`src/rtl/uart_pkg.sv`:
```
// ----------------------------------------------------------------------------
// uart_pkg
// Constants and types shared by the UART blocks (uart_tx / uart_rx).
//   UART_CLKS_PER_BIT : default clock cycles per bit (50 MHz / 115200)
//   UART_DATA_W       : data bits per frame
//   uart_state_e      : receiver/transmitter frame state
// ----------------------------------------------------------------------------
package uart_pkg;

  localparam int unsigned UART_CLKS_PER_BIT = 434;
  localparam int unsigned UART_DATA_W       = 8;

  typedef enum logic [2:0] {
    IDLE,
    START,
    DATA,
    PARITY,
    STOP
  } uart_state_e;

endpackage

```
`src/rtl/uart_rx_sync.sv`:
```
// ----------------------------------------------------------------------------
// uart_rx_sync
// Two-flop synchronizer bringing an asynchronous single-bit input into the
// clock domain.
//   RESET_VAL : value both flops take during reset
//   clk_i     : destination clock
//   rst_ni    : asynchronous active-low reset
//   d_i       : asynchronous input
//   q_o       : synchronized output (2-cycle latency)
// ----------------------------------------------------------------------------
module uart_rx_sync #(
  parameter logic RESET_VAL = 1'b1
) (
  input  logic clk_i,
  input  logic rst_ni,
  input  logic d_i,
  output logic q_o
);

  logic meta_q;
  logic sync_q;

  always_ff @(posedge clk_i or negedge rst_ni) begin
    if (!rst_ni) begin
      meta_q <= RESET_VAL;
      sync_q <= RESET_VAL;
    end else begin
      meta_q <= d_i;
      sync_q <= meta_q;
    end
  end

  assign q_o = sync_q;

endmodule

```
`src/rtl/uart_rx.sv`:
```
// ----------------------------------------------------------------------------
// uart_rx
// 8N1 UART receiver (optional even parity). Deserialises the serial line into
// bytes, strobing rx_complete for one cycle per good byte and flagging bad
// stop bits (frame_err) and parity mismatches (parity_err).
//
// Build option: define UART_RX_PARITY_EN to add an even-parity bit between
// the data bits and the stop bit; otherwise parity_err is tied low.
//
// Ports:
//   clk_50M     : system clock, rising edge
//   rst_n       : asynchronous active-low reset
//   rx          : serial input, idle high, asynchronous to clk_50M
//   rx_msg      : last correctly received byte (holds until next good byte)
//   rx_complete : one-cycle pulse, rx_msg updated
//   frame_err   : one-cycle pulse, stop bit sampled low
//   parity_err  : one-cycle pulse, parity mismatch with good stop bit
// ----------------------------------------------------------------------------
module uart_rx
  import uart_pkg::*;
#(
  parameter int unsigned CLKS_PER_BIT = UART_CLKS_PER_BIT
) (
  input  logic                   clk_50M,
  input  logic                   rst_n,
  input  logic                   rx,
  output logic [UART_DATA_W-1:0] rx_msg,
  output logic                   rx_complete,
  output logic                   frame_err,
  output logic                   parity_err
);

  localparam int unsigned HALF  = CLKS_PER_BIT / 2;
  localparam int unsigned CNT_W = $clog2(CLKS_PER_BIT);
  localparam logic [CNT_W-1:0] CNT_LAST = CNT_W'(CLKS_PER_BIT - 1);
  localparam logic [CNT_W-1:0] CNT_HALF = CNT_W'(HALF - 1);

  logic rx_s;

  uart_rx_sync #(
    .RESET_VAL (1'b1)
  ) u_sync (
    .clk_i  (clk_50M),
    .rst_ni (rst_n),
    .d_i    (rx),
    .q_o    (rx_s)
  );

  uart_state_e            state_q, state_d;
  logic [CNT_W-1:0]       cnt_q, cnt_d;
  logic [2:0]             idx_q, idx_d;
  logic [UART_DATA_W-1:0] shift_q, shift_d;
  logic [UART_DATA_W-1:0] msg_q, msg_d;
  logic                   armed_q, armed_d;
  logic                   complete_q, complete_d;
  logic                   ferr_q, ferr_d;
`ifdef UART_RX_PARITY_EN
  logic                   par_q, par_d;
  logic                   perr_q, perr_d;
`endif

  always_comb begin
    state_d    = state_q;
    cnt_d      = cnt_q + CNT_W'(1);
    idx_d      = idx_q;
    shift_d    = shift_q;
    msg_d      = msg_q;
    armed_d    = armed_q;
    complete_d = 1'b0;
    ferr_d     = 1'b0;
`ifdef UART_RX_PARITY_EN
    par_d      = par_q;
    perr_d     = 1'b0;
`endif

    unique case (state_q)
      IDLE: begin
        cnt_d = '0;
        idx_d = '0;
        // A line that is still low after a bad stop bit (break) must go
        // high before a new start bit is accepted.
        if (!armed_q) begin
          armed_d = rx_s;
        end else if (!rx_s) begin
          state_d = START;
          armed_d = 1'b0;
        end
      end

      START: begin
        if (cnt_q == CNT_HALF) begin
          cnt_d = '0;
          if (!rx_s) begin
            state_d = DATA;
          end else begin
            state_d = IDLE;
            armed_d = 1'b1;
          end
        end
      end

      DATA: begin
        if (cnt_q == CNT_LAST) begin
          cnt_d          = '0;
          shift_d[idx_q] = rx_s;
          idx_d          = idx_q + 3'd1;
          if (idx_q == 3'd7) begin
`ifdef UART_RX_PARITY_EN
            state_d = PARITY;
`else
            state_d = STOP;
`endif
          end
        end
      end

`ifdef UART_RX_PARITY_EN
      PARITY: begin
        if (cnt_q == CNT_LAST) begin
          cnt_d   = '0;
          par_d   = rx_s;
          state_d = STOP;
        end
      end
`endif

      STOP: begin
        if (cnt_q == CNT_LAST) begin
          cnt_d   = '0;
          state_d = IDLE;
          // A good stop bit leaves the line high, so re-arm immediately to
          // accept a back-to-back start bit.
          armed_d = rx_s;
          if (!rx_s) begin
            ferr_d = 1'b1;
          end
`ifdef UART_RX_PARITY_EN
          else if (par_q != ^shift_q) begin
            perr_d = 1'b1;
          end
`endif
          else begin
            msg_d      = shift_q;
            complete_d = 1'b1;
          end
        end
      end

      default: begin
        state_d = IDLE;
        cnt_d   = '0;
      end
    endcase
  end

  always_ff @(posedge clk_50M or negedge rst_n) begin
    if (!rst_n) begin
      state_q    <= IDLE;
      cnt_q      <= '0;
      idx_q      <= '0;
      shift_q    <= '0;
      msg_q      <= '0;
      armed_q    <= 1'b0;
      complete_q <= 1'b0;
      ferr_q     <= 1'b0;
`ifdef UART_RX_PARITY_EN
      par_q      <= 1'b0;
      perr_q     <= 1'b0;
`endif
    end else begin
      state_q    <= state_d;
      cnt_q      <= cnt_d;
      idx_q      <= idx_d;
      shift_q    <= shift_d;
      msg_q      <= msg_d;
      armed_q    <= armed_d;
      complete_q <= complete_d;
      ferr_q     <= ferr_d;
`ifdef UART_RX_PARITY_EN
      par_q      <= par_d;
      perr_q     <= perr_d;
`endif
    end
  end

  assign rx_msg      = msg_q;
  assign rx_complete = complete_q;
  assign frame_err   = ferr_q;
`ifdef UART_RX_PARITY_EN
  assign parity_err  = perr_q;
`else
  assign parity_err  = 1'b0;
`endif

endmodule
```
`config.mk`:
```
export PLATFORM = sky130hd
export DESIGN_NAME = uart_rx
export DESIGN_NICKNAME = d
export VERILOG_FILES = /design/src/rtl/uart_pkg.sv /design/src/rtl/uart_rx_sync.sv /design/src/rtl/uart_rx.sv
export SDC_FILE = /design/constraint.sdc
export NUM_CORES = 1
export LEC_CHECK = 0
export ABC_CLOCK_PERIOD_IN_PS = 2000
export CAP_MARGIN = 20
export CORE_ASPECT_RATIO = 0.75
export CORE_UTILIZATION = 57
export DETAILED_ROUTE_END_ITERATION = 7
export HOLD_SLACK_MARGIN = 0.05
export PLACE_DENSITY_LB_ADDON = 0.3
export SLEW_MARGIN = 5
export SYNTH_ARGS = -nofsm -noshare
export SYNTH_HDL_FRONTEND = slang
export SYNTH_SLANG_ARGS = --single-unit
```
`constraint.sdc`:
```
create_clock -name clk_50M -period 2 [get_ports clk_50M]
set_input_delay 0.4 -clock clk_50M [delete_from_list [all_inputs] [get_ports clk_50M]]
set_output_delay 0.4 -clock clk_50M [all_outputs]
set_load 0.005 [all_outputs]
```
==> results of run 1 <==
## how the worst max path moves through the flow
stage                       to  slack, ns  cells past startpoint
floorplan           shift_q[3]       0.23                      7
global placement    shift_q[1]       0.17                      6
detailed placement  shift_q[1]        0.1                      6
CTS                 shift_q[1]       0.09                      6
global route        shift_q[6]       0.03                      6
finish              shift_q[6]       0.11                      4
## worst max-delay path, stage by stage (launching register included)
cell and delay, ns:
dfrtp_1 0.48, nor2b_1 0.38, nand3b_1 0.19, nor3_1 0.33, mux2_2 0.38
## routing by layer
layer / track usage / up-vias / wire length, um
li1: - / 565 / -
met1: 0.309 / 586 / 1540
met2: 0.359 / 22 / 1450
met3: 0.0625 / 7 / 113
met4: 0.117 / 0 / 57
met5: 0 / - / 0
## final cells by class
cell class / count / area [sq um]
fillers: 229 / 928
flip-flops and latches: 36 / 903
multi-input cells: 103 / 806
repair buffers: 15 / 143
clock buffers: 7 / 76.3
well taps: 38 / 47.5
inverters: 7 / 26.3
clock inverters: 1 / 5.00
## power by group
group | switching, W | total [W] | internal, W
sequential | 0.0000728 | 0.000851 | 0.000778
clock | 0.000240 | 0.000484 | 0.000244
combinational | 0.000208 | 0.000380 | 0.000172
total | 0.000521 | 0.00171 | 0.00119
## cells by family after synthesis
kind of cell	after synthesis	share of synthesized area
flip-flops	36	0.514
multiplexers	17	0.109
XOR/XNOR	8	0.0398
AO/OA/AOI/OAI	15	0.0726
other	1	0.00213
adder cells (fa/ha/maj)	5	0.0356
AND/OR/NAND/NOR	57	0.193
buffers and inverters	14	0.0341
## sequential cells by signal (all words and copies together) (netlist names), 3 cells and up
name,flops
shift_q,8
cnt_q,9
state_q,3
rx_msg,8
idx_q,3
## per-stage QoR
step,total power [W],std cells,util
after floorplan,0.00114,153,-
after global placement,0.00122,199,0.653
final,0.00171,207,0.684
after CTS,0.00173,207,0.680
after detailed placement,0.00123,199,0.653
after global routing,0.00182,207,0.684
## synth_stat cells (2+ instances only)
library cell  number  area [sq um]
a21oi_1            2          10.0
a22o_1             5          43.8
buf_2              3          15.0
clkbuf_1           3          11.3
dfrtp_1           34           851
dfstp_2            2          52.6
ha_1               5          62.6
inv_1              7          26.3
mux2_1             2          22.5
mux2_2            15           169
nand2_1            6          22.5
nand2b_1           2          12.5
nand3_1            5          25.0
nand4_1            2          12.5
nor2_1            17          63.8
nor2b_1            2          12.5
nor3_1             5          25.0
nor3b_1            4          30.0
nor4_1             2          12.5
o21ai_0            3          15.0
xnor2_1            6          52.6
xor2_1             2          17.5
==> results.sh, run 1 <==
export IMPL_outcome="complete, no violations"
export IMPL_cap_viol_max_count=0
export IMPL_die_area_sq_um=3310
export IMPL_min_delay_start="u_sync.meta_q"
export IMPL_drive_gt1_frac=0.207
export IMPL_synth_edff_count=0
export IMPL_row_count=17
export IMPL_via_per_inst=5.70
export IMPL_p_leak_nw=0.897
export IMPL_reg2reg_depth=4
export IMPL_antenna_left=0
export IMPL_die_width_um=66.2
export IMPL_ys_seq_area_frac=0.514
export IMPL_cts_repair_resized=0
export IMPL_clk_path_buf_depth=2
export IMPL_worst_path_max_fanout=8
export IMPL_grt_pass1_vias=1210
export IMPL_tns_ns=0
export IMPL_final_area_sq_um=2010
export IMPL_min_path_cells=0
export IMPL_slew_viol_final=0
export IMPL_min_period_over_period=0.943
export IMPL_gr_total_overflow=0
export IMPL_avgRoutedWirePerCell_um=15.3
export IMPL_die_y_um=50.1
export IMPL_vias=1180
export IMPL_syn_area_sq_um=1760
export IMPL_syn_mean_instance_area_sq_um=11.5
export IMPL_synthArstFlopShare=1.00
export IMPL_worstMarginPinSlew_ns=0.503
export IMPL_core_area_sq_um=2940
export IMPL_rsz0062_at_grt="no"
export IMPL_post_cts_buffers=0
export IMPL_io_pins=14
export IMPL_firstDrtPassIters=4
export IMPL_finalNetCount=176
export IMPL_crit_type="reg -> reg"
export IMPL_relSlewSlack=0.662
export IMPL_whs_ns=0.358
export IMPL_crit_arrival_ns=2.05
export IMPL_worstHoldPathType="reg -> reg"
export IMPL_cp_end_kind="flop"
export IMPL_start_kind="flop"
export IMPL_ys_warn_count=0
export IMPL_cts_tree="built"
export IMPL_cts_buffers=5
export IMPL_synth_main_ff_cell="dfrtp_1"
export IMPL_hold_end="u_sync.q_o"
export IMPL_cts_htree_levels=2
export IMPL_antenna_found_initial=0
export IMPL_clk_pin_slew_ns=0.07
export IMPL_cts_root_buffer="clkbuf_8"
export IMPL_skew_ns=0.00792
export IMPL_timing_fmax_mhz=530
export IMPL_detail_route_drc_violations=0
export IMPL_clock_sinks=36
export IMPL_start_util=0.599
export IMPL_crit_reg2reg_launch="state_q[2]"
export IMPL_finalWorstSetupSlack_ns=0.115
export IMPL_synth_cell_type_count=41
export IMPL_grt_start_max_net_pins=37
export IMPL_setup_violations_final=0
export IMPL_antenna_cells=0
export IMPL_final_common_cell="dfrtp_1"
export IMPL_gp_congestion=0.844
export IMPL_reg2reg_to="shift_q[6]"
export IMPL_peakVddDrop_v=0.000562
export IMPL_dp_slack_ns=0.0993
export IMPL_areaGrowthSynthToFinish_pct=14.1
export IMPL_ctsHoldBuffers=0
export IMPL_crit_required_ns=2.17
export IMPL_startpoint="state_q[2]"
export IMPL_powerDensity_nw_per_um2=854
export IMPL_grt_util_all_layers=0.235
export IMPL_rrSetupSlack_ns=0.11
export IMPL_syn_nets=161
export IMPL_drt_total_wl_um=3160
export IMPL_io_buffers=12
export IMPL_clk_latency_ns=0.29
export IMPL_grt_pass1_wl_um=5550
export IMPL_fin_crit_ns=1.89
export IMPL_final_cell_mix="dfrtp_1 (34), nor2_1 (17), mux2_2 (15)"
export IMPL_dp_hpwl_um=2130
export IMPL_dpl_cell_area_sq_um=1920
export IMPL_drtIter0Drc=124
export IMPL_syn_inst=153
export IMPL_final_hold_viol_count=0
export IMPL_ys_ff_latch=36
Note: power is estimated with default switching activity, not from simulation.
==> run 2: changes to the inputs <==
--- a/config.mk
+++ b/config.mk
@@ -5,14 +5,14 @@
 export SDC_FILE = /design/constraint.sdc
 export NUM_CORES = 1
 export LEC_CHECK = 0
-export ABC_CLOCK_PERIOD_IN_PS = 2000
+export ABC_CLOCK_PERIOD_IN_PS = 2080
 export CAP_MARGIN = 20
 export CORE_ASPECT_RATIO = 0.75
 export CORE_UTILIZATION = 57
 export DETAILED_ROUTE_END_ITERATION = 7
 export HOLD_SLACK_MARGIN = 0.05
 export PLACE_DENSITY_LB_ADDON = 0.3
-export SLEW_MARGIN = 5
+export SLEW_MARGIN = 25
 export SYNTH_ARGS = -nofsm -noshare
 export SYNTH_HDL_FRONTEND = slang
 export SYNTH_SLANG_ARGS = --single-unit
==> constraint.sdc (replaced) <==
create_clock -name clk_50M -period 2.08 [get_ports clk_50M]
set_input_delay 0.416 -clock clk_50M [delete_from_list [all_inputs] [get_ports clk_50M]]
set_output_delay 0.416 -clock clk_50M [all_outputs]
set_load 0.005 [all_outputs]
==> results.sh, run 2 (synthesis results as in run 1) <==
export IMPL_die_width_um=66.2
export IMPL_drtIter0Drc=127
export IMPL_largest_reg_flops=9
export IMPL_post_cts_buffers=0
export IMPL_cp_end_kind="flop"
export IMPL_fin_crit_ns=1.91
export IMPL_min_delay_start="u_sync.meta_q"
export IMPL_antenna_found_initial=0
export IMPL_vias=1193
export IMPL_grtUsageMet1=0.309
export IMPL_slowest_stage="dfrtp_1"
export IMPL_clk_latency_ns=0.29
export IMPL_cts_buffers=5
export IMPL_skew_ns=0.00878
export IMPL_cap_viol_max_count=0
export IMPL_cts_repair_resized=0
export IMPL_timing_fmax_mhz=524
export IMPL_reg2reg_depth=6
export IMPL_gr_total_overflow=0
export IMPL_start_util=0.599
export IMPL_worstMarginPinSlew_ns=0.506
export IMPL_io_pins=14
export IMPL_via_per_inst=5.76
export IMPL_hold_end="u_sync.q_o"
export IMPL_dp_hpwl_um=2130
export IMPL_drive_gt1_frac=0.189
export IMPL_relSlewSlack=0.660
export IMPL_max_stage_delay_ns=0.40
export IMPL_cts_htree_levels=2
export IMPL_multi_input_area_sq_um=796
export IMPL_clock_sinks=36
export IMPL_peakVddDrop_v=0.000541
export IMPL_crit_arrival_ns=2.08
export IMPL_rrSetupSlack_ns=0.17
export IMPL_grt_util_all_layers=0.235
export IMPL_final_common_cell="dfrtp_1"
export IMPL_worstHoldPathType="reg -> reg"
export IMPL_p_leak_nw=0.895
export IMPL_antenna_cells=0
export IMPL_final_seq_area_sq_um=903
export IMPL_final_hold_viol_count=0
export IMPL_detail_route_drc_violations=0
export IMPL_grt_busiest_layer="met2"
export IMPL_cts_root_buffer="clkbuf_8"
export IMPL_grt_util_met3=0.0625
export IMPL_gp_congestion=0.844
export IMPL_outcome="complete, no violations"
export IMPL_antenna_left=0
export IMPL_ctsHoldBuffers=0
export IMPL_powerDensity_nw_per_um2=825
export IMPL_avgRoutedWirePerCell_um=15.1
export IMPL_finalNetCount=176
export IMPL_min_path_cells=0
export IMPL_grt_pass1_vias=1210
export IMPL_cts_tree="built"
export IMPL_die_area_sq_um=3310
export IMPL_grt_pass1_wl_um=5550
export IMPL_tns_ns=0
export IMPL_drt_total_wl_um=3120
export IMPL_die_y_um=50.1
export IMPL_setup_violations_final=0
export IMPL_areaGrowthSynthToFinish_pct=13.5
export IMPL_crit_required_ns=2.25
export IMPL_core_area_sq_um=2940
export IMPL_top_register="cnt_q"
export IMPL_final_cells=207
export IMPL_reg2reg_to="shift_q[4]"
export IMPL_start_kind="flop"
export IMPL_worst_path_max_fanout=8
export IMPL_cp_cell_sequence="inv_1 > ha_1 > and4bb_2 > nand2_1 > nor4_1 > mux2_2"
export IMPL_clk_pin_slew_ns=0.06
export IMPL_slew_viol_final=0
export IMPL_row_count=17
export IMPL_fillers=233
export IMPL_firstDrtPassIters=4
export IMPL_use_met2=0.359
export IMPL_final_cell_mix="dfrtp_1 (34), nor2_1 (17), mux2_2 (15)"
export IMPL_min_period_over_period=0.917
export IMPL_crit_type="reg -> reg"
export IMPL_io_buffers=12
export IMPL_rsz0062_at_grt="no"
export IMPL_clk_path_buf_depth=2
export IMPL_crit_reg2reg_launch="cnt_q[1]"
export IMPL_dp_cells=199
export IMPL_grt_start_max_net_pins=37
## run 2: cell counts in the layout (fill, tap and decap cells not counted)
Identical to the previous run, type by type.
## run 2: final cells by class
class,count,share of cell area
Sequential cell,36,0.452
Multi-Input combinational cell,103,0.398
Timing Repair Buffer,15,0.0714
Clock buffer,7,0.0382
Tap cell,38,0.0238
Inverter,7,0.0132
Clock inverter,1,0.00251
## run 2: worst max path at each step
stage,from,endpoint,slack (ns),cells after the start
3_5_place_dp,cnt_q[1],shift_q[1],0.18,6
4_1_cts,cnt_q[1],shift_q[1],0.17,6
5_1_grt,cnt_q[1],shift_q[5],0.02,6
6_report,cnt_q[1],shift_q[4],0.17,6
3_3_place_gp,cnt_q[1],shift_q[1],0.25,6
2_1_floorplan,cnt_q[1],shift_q[3],0.31,7
## run 2: critical path, delay by kind of cell, from the launching register on
kind / cells / cell delay, ns
adder cells (fa/ha/maj): 1 / 0.13
buffers and inverters: 1 / 0.08
flip-flops: 1 / 0.40
multiplexers: 1 / 0.37
AND/OR/NAND/NOR: 3 / 0.82
## run 2: report_power, final
part | switching (W) | internal (W) | leakage (nW)
registers | 0.0000673 | 0.000748 | 0.490
clock network | 0.000231 | 0.000235 | 0.0422
logic | 0.000202 | 0.000165 | 0.363
## run 2: per-layer routing
layer | part of all wire | wire length [um]
met5 | 0 | 0
met3 | 0.042 | 130
met1 | 0.47 | 1480
met2 | 0.47 | 1450
met4 | 0.018 | 57
## run 2: stage by stage
| step | hold WS [ns] | cell area [sq um] | setup slack (ns) | util | power [W] |
|---|---|---|---|---|---|
| after floorplan | 0.120 | 1760 | 0.313 | - | 0.00110 |
| after global placement | 0.348 | 1920 | 0.247 | 0.653 | 0.00117 |
| after detailed placement | 0.350 | 1920 | 0.179 | 0.653 | 0.00119 |
| after CTS | 0.360 | 2000 | 0.168 | 0.680 | 0.00166 |
| after global routing | 0.360 | 2000 | 0.0218 | 0.680 | 0.00174 |
| final | 0.358 | 2000 | 0.173 | 0.680 | 0.00165 |
